`config.mk`:
```
export PLATFORM = sky130hd
export DESIGN_NAME = param_bank_arbiter
export DESIGN_NICKNAME = d
export VERILOG_FILES = /design/src/rtl/param_bank_arbiter.sv
export SDC_FILE = /design/constraint.sdc
export NUM_CORES = 1
export LEC_CHECK = 0
export ABC_CLOCK_PERIOD_IN_PS = 2100
export CAP_MARGIN = 40
export CELL_PAD_IN_SITES_DETAIL_PLACEMENT = 0
export CELL_PAD_IN_SITES_GLOBAL_PLACEMENT = 1
export CORE_MARGIN = 3
export CORE_UTILIZATION = 36
export CTS_CLUSTER_DIAMETER = 30
export DETAILED_ROUTE_END_ITERATION = 10
export PLACE_DENSITY_LB_ADDON = 0.1
export SETUP_SLACK_MARGIN = 0.05
export SYNTH_ARGS = -nofsm -noshare
export SYNTH_HDL_FRONTEND = slang
export SYNTH_SLANG_ARGS = --single-unit
```
`constraint.sdc`:
```
create_clock -name clk_in -period 2.1 [get_ports clk_in]
set_input_delay 0.525 -clock clk_in [delete_from_list [all_inputs] [get_ports clk_in]]
set_output_delay 0.525 -clock clk_in [all_outputs]
set_load 0.01 [all_outputs]
```
`src/rtl/param_bank_arbiter.sv`:
```
// Arbitrates one single-port PID parameter RAM between a buffered UART write
// path and two round-robin read clients (PID core on port A, UART read-back on port B).
module param_bank_arbiter #(
  parameter int ADDR_W = 4,
  parameter int DATA_W = 16
) (
  input  logic              clk_in,
  input  logic              reset,
  input  logic              wr_pulse,
  input  logic [ADDR_W-1:0] wr_addr,
  input  logic [DATA_W-1:0] wr_data,
  input  logic              rd_req_a,
  input  logic [ADDR_W-1:0] rd_addr_a,
  output logic              rd_ack_a,
  output logic [DATA_W-1:0] rd_data_a,
  input  logic              rd_req_b,
  input  logic [ADDR_W-1:0] rd_addr_b,
  output logic              rd_ack_b,
  output logic [DATA_W-1:0] rd_data_b,
  output logic              mem_en,
  output logic              mem_we,
  output logic [ADDR_W-1:0] mem_addr,
  output logic [DATA_W-1:0] mem_wdata,
  input  logic [DATA_W-1:0] mem_rdata,
  input  logic              ovf_clr,
  output logic              wr_overflow,
  output logic              busy
);

  typedef enum logic [2:0] {
    ST_IDLE  = 3'd0,
    ST_WRITE = 3'd1,
    ST_READ  = 3'd2,
    ST_RDATA = 3'd3,
    ST_ACK   = 3'd4
  } state_t;

  state_t            state_r, state_s;
  logic              gnt_b_r, gnt_b_s;   // port of the current/last read grant (1 = B)
  logic              wbuf_valid_r;
  logic [ADDR_W-1:0] wbuf_addr_r;
  logic [DATA_W-1:0] wbuf_data_r;
  logic              wr_accept_s, wr_drop_s;

  // State and grant registers
  always_ff @(posedge clk_in or negedge reset) begin
    if (!reset) begin
      state_r <= ST_IDLE;
      gnt_b_r <= 1'b1;
    end else begin
      state_r <= state_s;
      gnt_b_r <= gnt_b_s;
    end
  end

  // Next-state and round-robin grant decision
  always_comb begin
    state_s = state_r;
    gnt_b_s = gnt_b_r;
    case (state_r)
      ST_IDLE: begin
        if (wbuf_valid_r) begin
          state_s = ST_WRITE;
        end else if (rd_req_a && !rd_req_b) begin
          state_s = ST_READ;
          gnt_b_s = 1'b0;
        end else if (!rd_req_a && rd_req_b) begin
          state_s = ST_READ;
          gnt_b_s = 1'b1;
        end else if (rd_req_a && rd_req_b) begin
          state_s = ST_READ;
          gnt_b_s = !gnt_b_r;
        end else begin
          state_s = ST_IDLE;
        end
      end
      ST_WRITE: state_s = ST_IDLE;
      ST_READ:  state_s = ST_RDATA;
      ST_RDATA: state_s = ST_ACK;
      ST_ACK:   state_s = ST_IDLE;
      default:  state_s = ST_IDLE;
    endcase
  end

  // A write landing in the draining WRITE cycle refills the buffer instead of overflowing
  always_comb begin
    wr_accept_s = 1'b0;
    wr_drop_s   = 1'b0;
    if (wr_pulse) begin
      if (!wbuf_valid_r || (state_r == ST_WRITE)) begin
        wr_accept_s = 1'b1;
      end else begin
        wr_drop_s = 1'b1;
      end
    end else begin
      wr_accept_s = 1'b0;
    end
  end

  // One-deep write buffer and sticky overflow flag (set beats clear)
  always_ff @(posedge clk_in or negedge reset) begin
    if (!reset) begin
      wbuf_valid_r <= 1'b0;
      wbuf_addr_r  <= {ADDR_W{1'b0}};
      wbuf_data_r  <= {DATA_W{1'b0}};
      wr_overflow  <= 1'b0;
    end else begin
      if (wr_accept_s) begin
        wbuf_valid_r <= 1'b1;
        wbuf_addr_r  <= wr_addr;
        wbuf_data_r  <= wr_data;
      end else if (state_r == ST_WRITE) begin
        wbuf_valid_r <= 1'b0;
      end
      if (wr_drop_s) begin
        wr_overflow <= 1'b1;
      end else if (ovf_clr) begin
        wr_overflow <= 1'b0;
      end
    end
  end

  // Registered RAM and client outputs, decoded from the state being entered
  always_ff @(posedge clk_in or negedge reset) begin
    if (!reset) begin
      mem_en    <= 1'b0;
      mem_we    <= 1'b0;
      mem_addr  <= {ADDR_W{1'b0}};
      mem_wdata <= {DATA_W{1'b0}};
      rd_ack_a  <= 1'b0;
      rd_ack_b  <= 1'b0;
      rd_data_a <= {DATA_W{1'b0}};
      rd_data_b <= {DATA_W{1'b0}};
      busy      <= 1'b0;
    end else begin
      mem_en <= (state_s == ST_WRITE) || (state_s == ST_READ);
      mem_we <= (state_s == ST_WRITE);
      case (state_s)
        ST_WRITE: begin
          mem_addr  <= wbuf_addr_r;
          mem_wdata <= wbuf_data_r;
        end
        ST_READ: begin
          mem_addr  <= gnt_b_s ? rd_addr_b : rd_addr_a;
          mem_wdata <= {DATA_W{1'b0}};
        end
        default: begin
          mem_addr  <= {ADDR_W{1'b0}};
          mem_wdata <= {DATA_W{1'b0}};
        end
      endcase
      rd_ack_a <= (state_s == ST_ACK) && !gnt_b_s;
      rd_ack_b <= (state_s == ST_ACK) && gnt_b_s;
      if ((state_r == ST_RDATA) && !gnt_b_r) begin
        rd_data_a <= mem_rdata;
      end
      if ((state_r == ST_RDATA) && gnt_b_r) begin
        rd_data_b <= mem_rdata;
      end
      busy <= (state_s != ST_IDLE);
    end
  end

endmodule

```
# [After elaboration in Yosys (flattened, before gate mapping)]
# Cells that the tools add are included.
[word_totals] reg_bits=83 inputBits=50 output_inout_bits=58 wordCells=60
[op_classes] eq_ne=6 muxes=21 n_reduce_logical=18
[op_table] cell="$mux W16" n=1
[op_table] cell="$mux W1" n=13
[op_table] cell="$eq A3 B2 Y1 const B" n=3
[op_table] cell="$pmux W3 S3" n=1
[op_table] cell="$mux W2" n=4
[op_table] cell="$pmux W4 S2" n=1
[op_table] cell="$logic_and A1 B1 Y1" n=7
[op_table] cell="$eq A3 B1 Y1 const B" n=2
[op_table] cell="$logic_not A1 Y1" n=5
[op_table] cell="$mux W4" n=1
[op_table] cell="$reduce_bool A2 Y1" n=2
[op_table] cell="$eq A3 B3 Y1 const B" n=1
[op_table] cell="$logic_not A3 Y1" n=1
[op_table] cell="$reduce_bool A3 Y1" n=1
[op_table] cell="$logic_or A1 B1 Y1" n=2

# [Depth between registers and ports, before layout]
[depth] ltp_word=8 ltp_mapped=5 ltp_nobuf=3

# [Least setup slack after synthesis]
# OpenSTA, ideal clock, no wires.
[synth_timing] kind="reg2reg" startpoint="register state_r[2]" endpoint="register rd_data_a[10]" setup_ns=0.125 arrival_time_ns=1.386 required_ns=1.975 path_slack_ns=0.589 path_stages_with_launch=6 n_path_buf=2 period_less_slack_ns=1.511 cell_sequence="dfrtp_1 -> and3b_1 -> nor2b_4 -> buf_6 -> buf_8 -> mux2_4"
[synth_via] elab_chain_len=2
[synth_rtl] element="from (decl)" line_no="38" source="state_t state_r, state_s;"
[synth_rtl] element="from (signal assigned)" line_no="51" source="state_r <= state_s;"
[synth_rtl] element="$eq A3 B2 Y1" line_no="154" source="if ((state_r == ST_RDATA) && !gnt_b_r) begin"
[synth_rtl] element="$logic_and A1 B1 Y1" line_no="154"
[synth_rtl] element="to (signal assigned)" line_no="132" source="rd_data_a <= {DATA_W{1'b0}};"
[synth_rtl] element="to (signal assigned)" line_no="155" source="rd_data_a <= mem_rdata;"
[synth_rtl] element="to (decl)" line_no="15" source="output logic [DATA_W-1:0] rd_data_a,"
# No other way between the ends.
# A chain may end at the register's enable or synchronous reset.

# [Worst setup path after layout]
[layout_timing] startpoint="register rd_data_b[9]" endpoint="output rd_data_b[9]"
[layout_rtl] element="from (decl)" line_no="19" source="output logic [DATA_W-1:0] rd_data_b,"
[layout_rtl] element="from (signal assigned)" line_no="133" source="rd_data_b <= {DATA_W{1'b0}};"
[layout_rtl] element="from (signal assigned)" line_no="158" source="rd_data_b <= mem_rdata;"
# No word-level cell between the ends.

==> metrics <==
CTS hold repair buffers 0; CTS tree done; pin count of the biggest net entering global routing 38; most used cells in the layout excluding fill and tap cells 106 x clkdlybuf4s50_1, 82 x dfrtp_1, 43 x mux2_2; setup repair after global routing missed its margin false; crit-path leading delay family buffers and inverters; Critical Path Start Type flip-flop; area share of the leading cell type in the synthesized netlist 0.665; Synth Cell Area 3090 sq um; vertical extent of the die 98.6 um; CP required 1570 ps; setup violators final 0; number of global-route vias before repair 2168; Hold Vio Cnt, Final 0; met1 Resource Use GR 0.185; Yosys warning count 0; minimum period implied by the final worst setup slack 1780 ps; max-slew violations 0; GR peak layer met2; cell depth of the worst flop-to-flop path 4; Die Outline Area 9720 sq um; met2 usage 0.225; synthesized netlist net count 247; top achievable clock speed 563 MHz; initial antenna violation count 0; CP arrival 1250 ps; total congestion overflow 0; critical path start-end classification flip-flop to output pin; cell-by-cell listing of the critical path clkdlybuf4s50_1; flip-flop cell with the highest count after synthesis dfrtp_1; Critical R2R Capture rd_data_a[14]; number of antenna-violating nets in the routed design 0; biggest area consumer among synthesized cells dfrtp_1; number of buffers added for setup after CTS 0; static leakage power 0.00195 uW; sequential fraction of the synthesis area 0.673; total I/O pin count 108; CTS sink cnt 83; number of flip-flops and latches in the synthesized netlist 83; via count 1985; crit share post-route 0.846; Port Buf Inserts 107; origin of the worst setup path rd_data_b[9]; max-cap violations 0; asr flop ratio synth 1.00; layout cell share with drive strength beyond 1 0.245; initial standard-cell utilization of the core 0.374; post-synthesis cell type count 30; clock tree skew after final layout 8.92 ps; most common library cell in the layout ignoring fill and taps clkdlybuf4s50_1; die outline width 98.6 um; maximum fanout along the worst path 2; post-CTS resize count 0; Hold Crit Class input port to asynchronous set/reset pin; clock slew seen by the registers of the worst setup and hold paths 80 ps; Core Footprint 8260 sq um; largest cells by area after synthesis dfrtp_1 66%, mux2_2 16%, mux2_4 4.4%, and2_1 3.2%, a32oi_1 1.1%; WL final 6530 um; Max Buffers Root-to-Sink 2; Net count, final 366; RD Place Congestion 0.776; Syn Inst Count 197; actual transition at the worst max-transition pin 478 ps; wire per inst 15.4 um; root buffer cell clkbuf_8; result of the run finished, final reports clean; crit-path max cell delay 550 ps; power density relative to cell area 1490 nW/um^2; detailed-router iteration count before antenna repair 4; GRT Overall Usage 0.144; Final Hold Slack 152 ps; vias per inst 4.68; overall power after layout 6760 uW; global-route wire length before repair 11000 um; number of DRC violations after detailed-routing iteration 0 62; met3 track utilization from global routing 0.0446; Peak supply drop 0.000659 V; CTS Buf Count 9; source of the worst register-to-register timing path state_r[1]; post-layout worst setup margin 323 ps; type of element capturing the critical path output pin; DRC violation count after routing 0; Area growth, synth to finish 46.5%; diode count 0; Std-Cell Rows 33; EDFF count, synth 0; average size of a mapped cell 15.7 sq um; count of buffer and inverter cells on the critical path 1; number of levels the H-tree was split into 3; total negative setup slack 0 ps; pre-CTS setup slack 111 ps; worst rel slew slack 0.682; Final HPWL DP 4810 um; source-to-sink clock delay at the later pin of the worst-skew pair 330 ps; critical-path cell with the highest stage delay clkdlybuf4s50_1; flop-to-flop setup slack 470 ps
cell families after synthesis:
kind of cell           Yosys count  share of synthesized area
buffers and inverters           10                     0.0207
muxes                           52                      0.201
DFF                             83                      0.673
AOI/OAI and AO/OA               17                     0.0377
and+or+nand+nor                 35                     0.0681
metal layers:
layer  vias up  wire [um]
met4         0        120
met3         9        415
li1        919          -
met1       992       2790
met2        65       3210
met5         -          0
report_power, final:
part           leakage [uW]  switching (uW)  internal, uW  total [uW]
Combinational      0.000832            1040          1780        2820
Sequential          0.00102             380          2390        2770
Clock             0.0000992             515           657        1170
Total               0.00195            1930          4820        6760
sequential cells by signal, indices dropped and copies added, names as in the netlist:
name          cells
rd_data_a        16
state_r           3
wbuf_addr_r       4
mem_wdata        16
wbuf_valid_r      1
mem_we            1
mem_addr          4
wr_overflow       1
rd_ack_b          1
gnt_b_r           1
wbuf_data_r      16
busy              1
mem_en            1
rd_ack_a          1
rd_data_b        16
synthesized netlist by cell type, types with 2 or more instances:
| master | instances |
|---|---|
| dfrtp_1 | 82 |
| mux2_2 | 43 |
| a32oi_1 | 4 |
| nor2_1 | 2 |
| and2_1 | 16 |
| nand2b_1 | 4 |
| inv_1 | 3 |
| o21ai_0 | 6 |
| buf_2 | 3 |
| nand2_1 | 6 |
| mux2_4 | 9 |
worst max-delay path by stage:
stage / end / slack (ps) / cells past startpoint
2_1_floorplan: rd_data_a[10] / 590 / 5
3_3_place_gp: busy / 120 / 4
3_5_place_dp: busy / 110 / 4
4_1_cts: rd_data_b[9] / 290 / 1
5_1_grt: rd_data_a[4] / 270 / 1
6_report: rd_data_b[9] / 320 / 1
through the flow:
step / util / instance area (sq um) / cells
after floorplan: - / 3090 / 197
after global placement: 0.524 / 4330 / 410
after detailed placement: 0.524 / 4330 / 410
after CTS: 0.548 / 4520 / 424
after global routing: 0.548 / 4520 / 424
final: 0.548 / 4520 / 424
layout make-up:
cell class / count / area (sq um)
sequential: 83 / 2080
clock buffer: 11 / 131
tap: 105 / 131
clock inverter: 3 / 65.1
fill: 718 / 3730
timing repair buffer: 115 / 1150
inverter: 3 / 11.3
multi-input combinational: 104 / 952
Note: power is estimated with default switching activity, not from simulation.
==> edit 1, RTL diff (config.mk and constraints unchanged) <==
Change the parameter `DATA_W` from 16 to 12.
--- a/src/rtl/param_bank_arbiter.sv
+++ b/src/rtl/param_bank_arbiter.sv
@@ -2,7 +2,7 @@
 // path and two round-robin read clients (PID core on port A, UART read-back on port B).
 module param_bank_arbiter #(
   parameter int ADDR_W = 4,
-  parameter int DATA_W = 16
+  parameter int DATA_W = 12
 ) (
   input  logic              clk_in,
   input  logic              reset,
Ports: changed (5 resized); port bits go from 108 to 88. No check against the original RTL was run, so the function may have changed too.
==> edit 1 against the unedited design <==
  * Worst hold slack gained 0.046 ns
  * Sequential cell count shrank 16
  * Highest routed layer unchanged
  * Cell area shrank 16%
  * Clock power is essentially flat
  * Setup slack gained 0.012 ns
  * Global-route usage shrank 0.75 points
  * Sequential power shrank 19%
  * Synthesized area shrank 17%
  * Largest power group unchanged
  * Power shrank 15%
  * Wire length shrank 21%
==> edit 1: results <==
[status]
status = completed

[critical_path]
crit_fanout = 2
cp.arrival_ns = 1.24
r2r_cells = 4

[clock_tree]
clk_pin_slew_worst_paths_ns = 0.07
postCtsSetupBuffers = 0
post_cts_resized = 0
cts_buffers = 9
cts_buffer_depth = 2
cts.htree.levels = 3

[logic_synthesis]
synthTopCellsByCount = dfrtp_1 (66), mux2_2 (21), mux2_4 (19)
synth_fp_nets = 205
synthTopCellsByArea = dfrtp_1 (65%), mux2_4 (11%), mux2_2 (9.2%)
synth_fa_ha_area_frac = 0
synth-compound-area-share = 0.04545
synth-seq-area-share = 0.6554
syn_inst = 163
synthMuxAreaShare = 0.2038
synthArstFlopShare = 1.000
yosysUniqueCellTypes = 28
synth_flop_cell = dfrtp_1

[pwr]
p_leak_nw = 1.666
vdd_drop_max_v = 0.0006654

[grt]
grt_pass1_vias = 1703
grt_max_degree = 68
grtUsageTotal = 0.1367
antenna_found_initial = 0
grt_pass1_wl_mm = 8.645

[drt]
drt_iter0_drc = 69
drt-total-wl_mm = 5.176
wl_per_cell_um = 14.26
dr.pass1.iters = 3
vias = 1617

[sta]
relSlewSlack = 0.6915
fin_skew_ns = 0.007884

[placement]
post_dp_cell_area_um2 = 3576
hpwl_mm = 3.591
place_congestion = 0.7178
dp_slack_ns = 0.1843
port_buffers = 87
dp.cells = 347

[flow_run]
cap_violations = 0

[finish]
antenna_cells = 0
drive_gt1_frac = 0.2509
nets = 304
## edit 1: cell count changes in the layout (fill, tap and decap cells not counted), moves of 3 or more
| cell | unedited run | this run |
|---|---|---|
| dfrtp_1 | 82 | 66 |
| clkdlybuf4s50_1 | 106 | 86 |
| mux2_4 | 9 | 19 |
| buf_4 | 7 | 4 |
| and2_1 | 16 | 12 |
| mux2_2 | 43 | 21 |
## edit 1: final timing paths
path / endpoint / startpoint / slack, ns
min in group clk_in: mem_wdata[4] / wbuf_data_r[4] / 0.48
max reg2reg: rd_data_a[3] / state_r[2] / 0.48
min reg2reg: mem_wdata[4] / wbuf_data_r[4] / 0.48
min: rd_data_a[11] / reset / 0.20
max: rd_data_a[7] / rd_data_a[7] / 0.33
max in group asynchronous: gnt_b_r / reset / 1.57
## edit 1: metal layers
layer,GRT usage,up-vias,routed length (um)
met2,0.2010,58,2352
met4,0.08291,0,114
met5,0,-,0
met3,0.04917,11,402
met1,0.1723,781,2306
li1,-,767,-
## edit 1: power breakdown
part | internal [mW] | switching [mW]
clock network | 0.702 | 0.465
registers | 1.92 | 0.311
logic | 1.52 | 0.853
total | 4.14 | 1.63
## edit 1: cells by family after synthesis
group,count (synthesis)
flip-flops,67
multiplexers,40
AO/OA/AOI/OAI,17
AND/OR/NAND/NOR,31
buffers and inverters,8
## edit 1: final cells by class
class,instances,area (um2)
inverters,3,11.26
multi-input cells,88,830.8
clock buffers,12,145.1
fillers,590,3037
clock inverters,4,73.82
flip-flops and latches,67,1678
well taps,96,120.1
repair buffers,93,935.9
==> edit 2, RTL diff (same flow settings) <==
Made on the original files. The 5 states of `state_t` get a one-hot encoding in 5 bits.
--- a/src/rtl/param_bank_arbiter.sv
+++ b/src/rtl/param_bank_arbiter.sv
@@ -27,12 +27,12 @@
   output logic              busy
 );
 
-  typedef enum logic [2:0] {
-    ST_IDLE  = 3'd0,
-    ST_WRITE = 3'd1,
-    ST_READ  = 3'd2,
-    ST_RDATA = 3'd3,
-    ST_ACK   = 3'd4
+  typedef enum logic [4:0] {
+    ST_IDLE  = 5'b00001,
+    ST_WRITE = 5'b00010,
+    ST_READ  = 5'b00100,
+    ST_RDATA = 5'b01000,
+    ST_ACK   = 5'b10000
   } state_t;
 
   state_t            state_r, state_s;
Check against the original RTL: no difference found for any inputs over 10 cycles, from zero or initial values and one cycle with reset low; not proved beyond that.
==> edit 2 against the unedited design <==
  * Combinational power is 25% lower
  * Critical endpoint is now rd_data_a[4]
  * Setup slack lost 0.43 ns
  * Count of clock-buffer cells in the layout down 2
  * Wire length up 3.9%
  * Critical path depth rose by 4
  * The run now ends with negative setup slack left
  * Utilization up 2.0 points
  * Sequential cell count up 2
  * Cell area is 6.2% higher
  * Power down 11%
  * Non-clock buffer count increased by 6
  * Synthesized area grew 4.6%
==> edit 2: results <==
[drt]
viasPerCell = 4.652
met2WireLength_mm = 3.198
dr.pass1.iters = 4
wl_met1_mm = 2.954
drt-total-wl_mm = 6.783
drt_iter0_drc = 41
dr_wl_met3_um = 567
vias = 2075

[logic_synthesis]
synthArstFlopShare = 1.000
synth_fp_nets = 263
avgSynthCellArea_um2 = 15.16
synth-seq-area-share = 0.6594
synthTopCellsByCount = dfrtp_1 (83), mux2_2 (43), and2_1 (16)

[placement]
dp_slack_ns = -0.2578
hpwl_mm = 4.887
dp.cells = 430
post_dp_cell_area_um2 = 4524

[pwr]
p_leak_nw = 2.163
p_seq_mw = 2.42
p_comb_frac = 0.352
vdd_drop_max_v = 0.0004830
clockPowerShare = 0.245
switching_share = 0.2761

[grt]
use_met1 = 0.1769
grt_use_met2 = 0.2187
grt_pass1_vias = 2182
grt_max_degree = 42
use_met3 = 0.04913
grt_pass1_wl_mm = 10.99
grtUsageTotal = 0.1389

[clock_tree]
clk_latency_ns = 0.34
cts.htree.levels = 3

[critical_path]
critPathTopFamily = simple AND/OR/NAND/NOR gates
slowest_stage = dfstp_2
rr_startpoint = state_r[0]
r2r_cells = 5
crit_fanout = 17
slowest_delay_ns = 0.53
cp.arrival_ns = 2.43

[sta]
relSlewSlack = 0.7640
holdWs_ns = 0.05889
fin_ws_ns = -0.1087
setup-tns-final_ns = -2.194
setup-violations-final = 32

[finish]
drive_gt1_frac = 0.2727
nets = 387

[status]
violations = negative setup slack
status = complete, but fails checks
edit 2: changes by cell type after synthesis, moves of 4 or more:
cell	unedited run	this run
o211ai_1	0	4
o21ai_0	6	1
nand2_1	6	10
a32oi_1	4	0
nand4_1	0	5
inv_1	3	9
edit 2: cell type report:
class,instances,area (um2)
Fill cell,699,3661
Sequential cell,85,2130
Timing Repair Buffer,121,1224
Multi-Input combinational cell,111,1025
Clock inverter,6,136.4
Tap cell,105,131.4
Clock buffer,9,123.9
Inverter,9,33.78
edit 2: kinds of logic (layout without fill, tap and decap cells):
family	Yosys count	count (layout)	synth area share
AOI/OAI and AO/OA	9	9	0.02286
buffers and inverters	17	145	0.02673
DFF	85	85	0.6594
muxes	52	52	0.1918
and+or+nand+nor	50	50	0.09920
edit 2: repair_timing:
item / in CTS / in global routing
endpoints found under the setup margin: 53 / 40
buffers inserted: 1 / 0
pin swaps: 1 / 4
gates resized for setup: 3 / 1
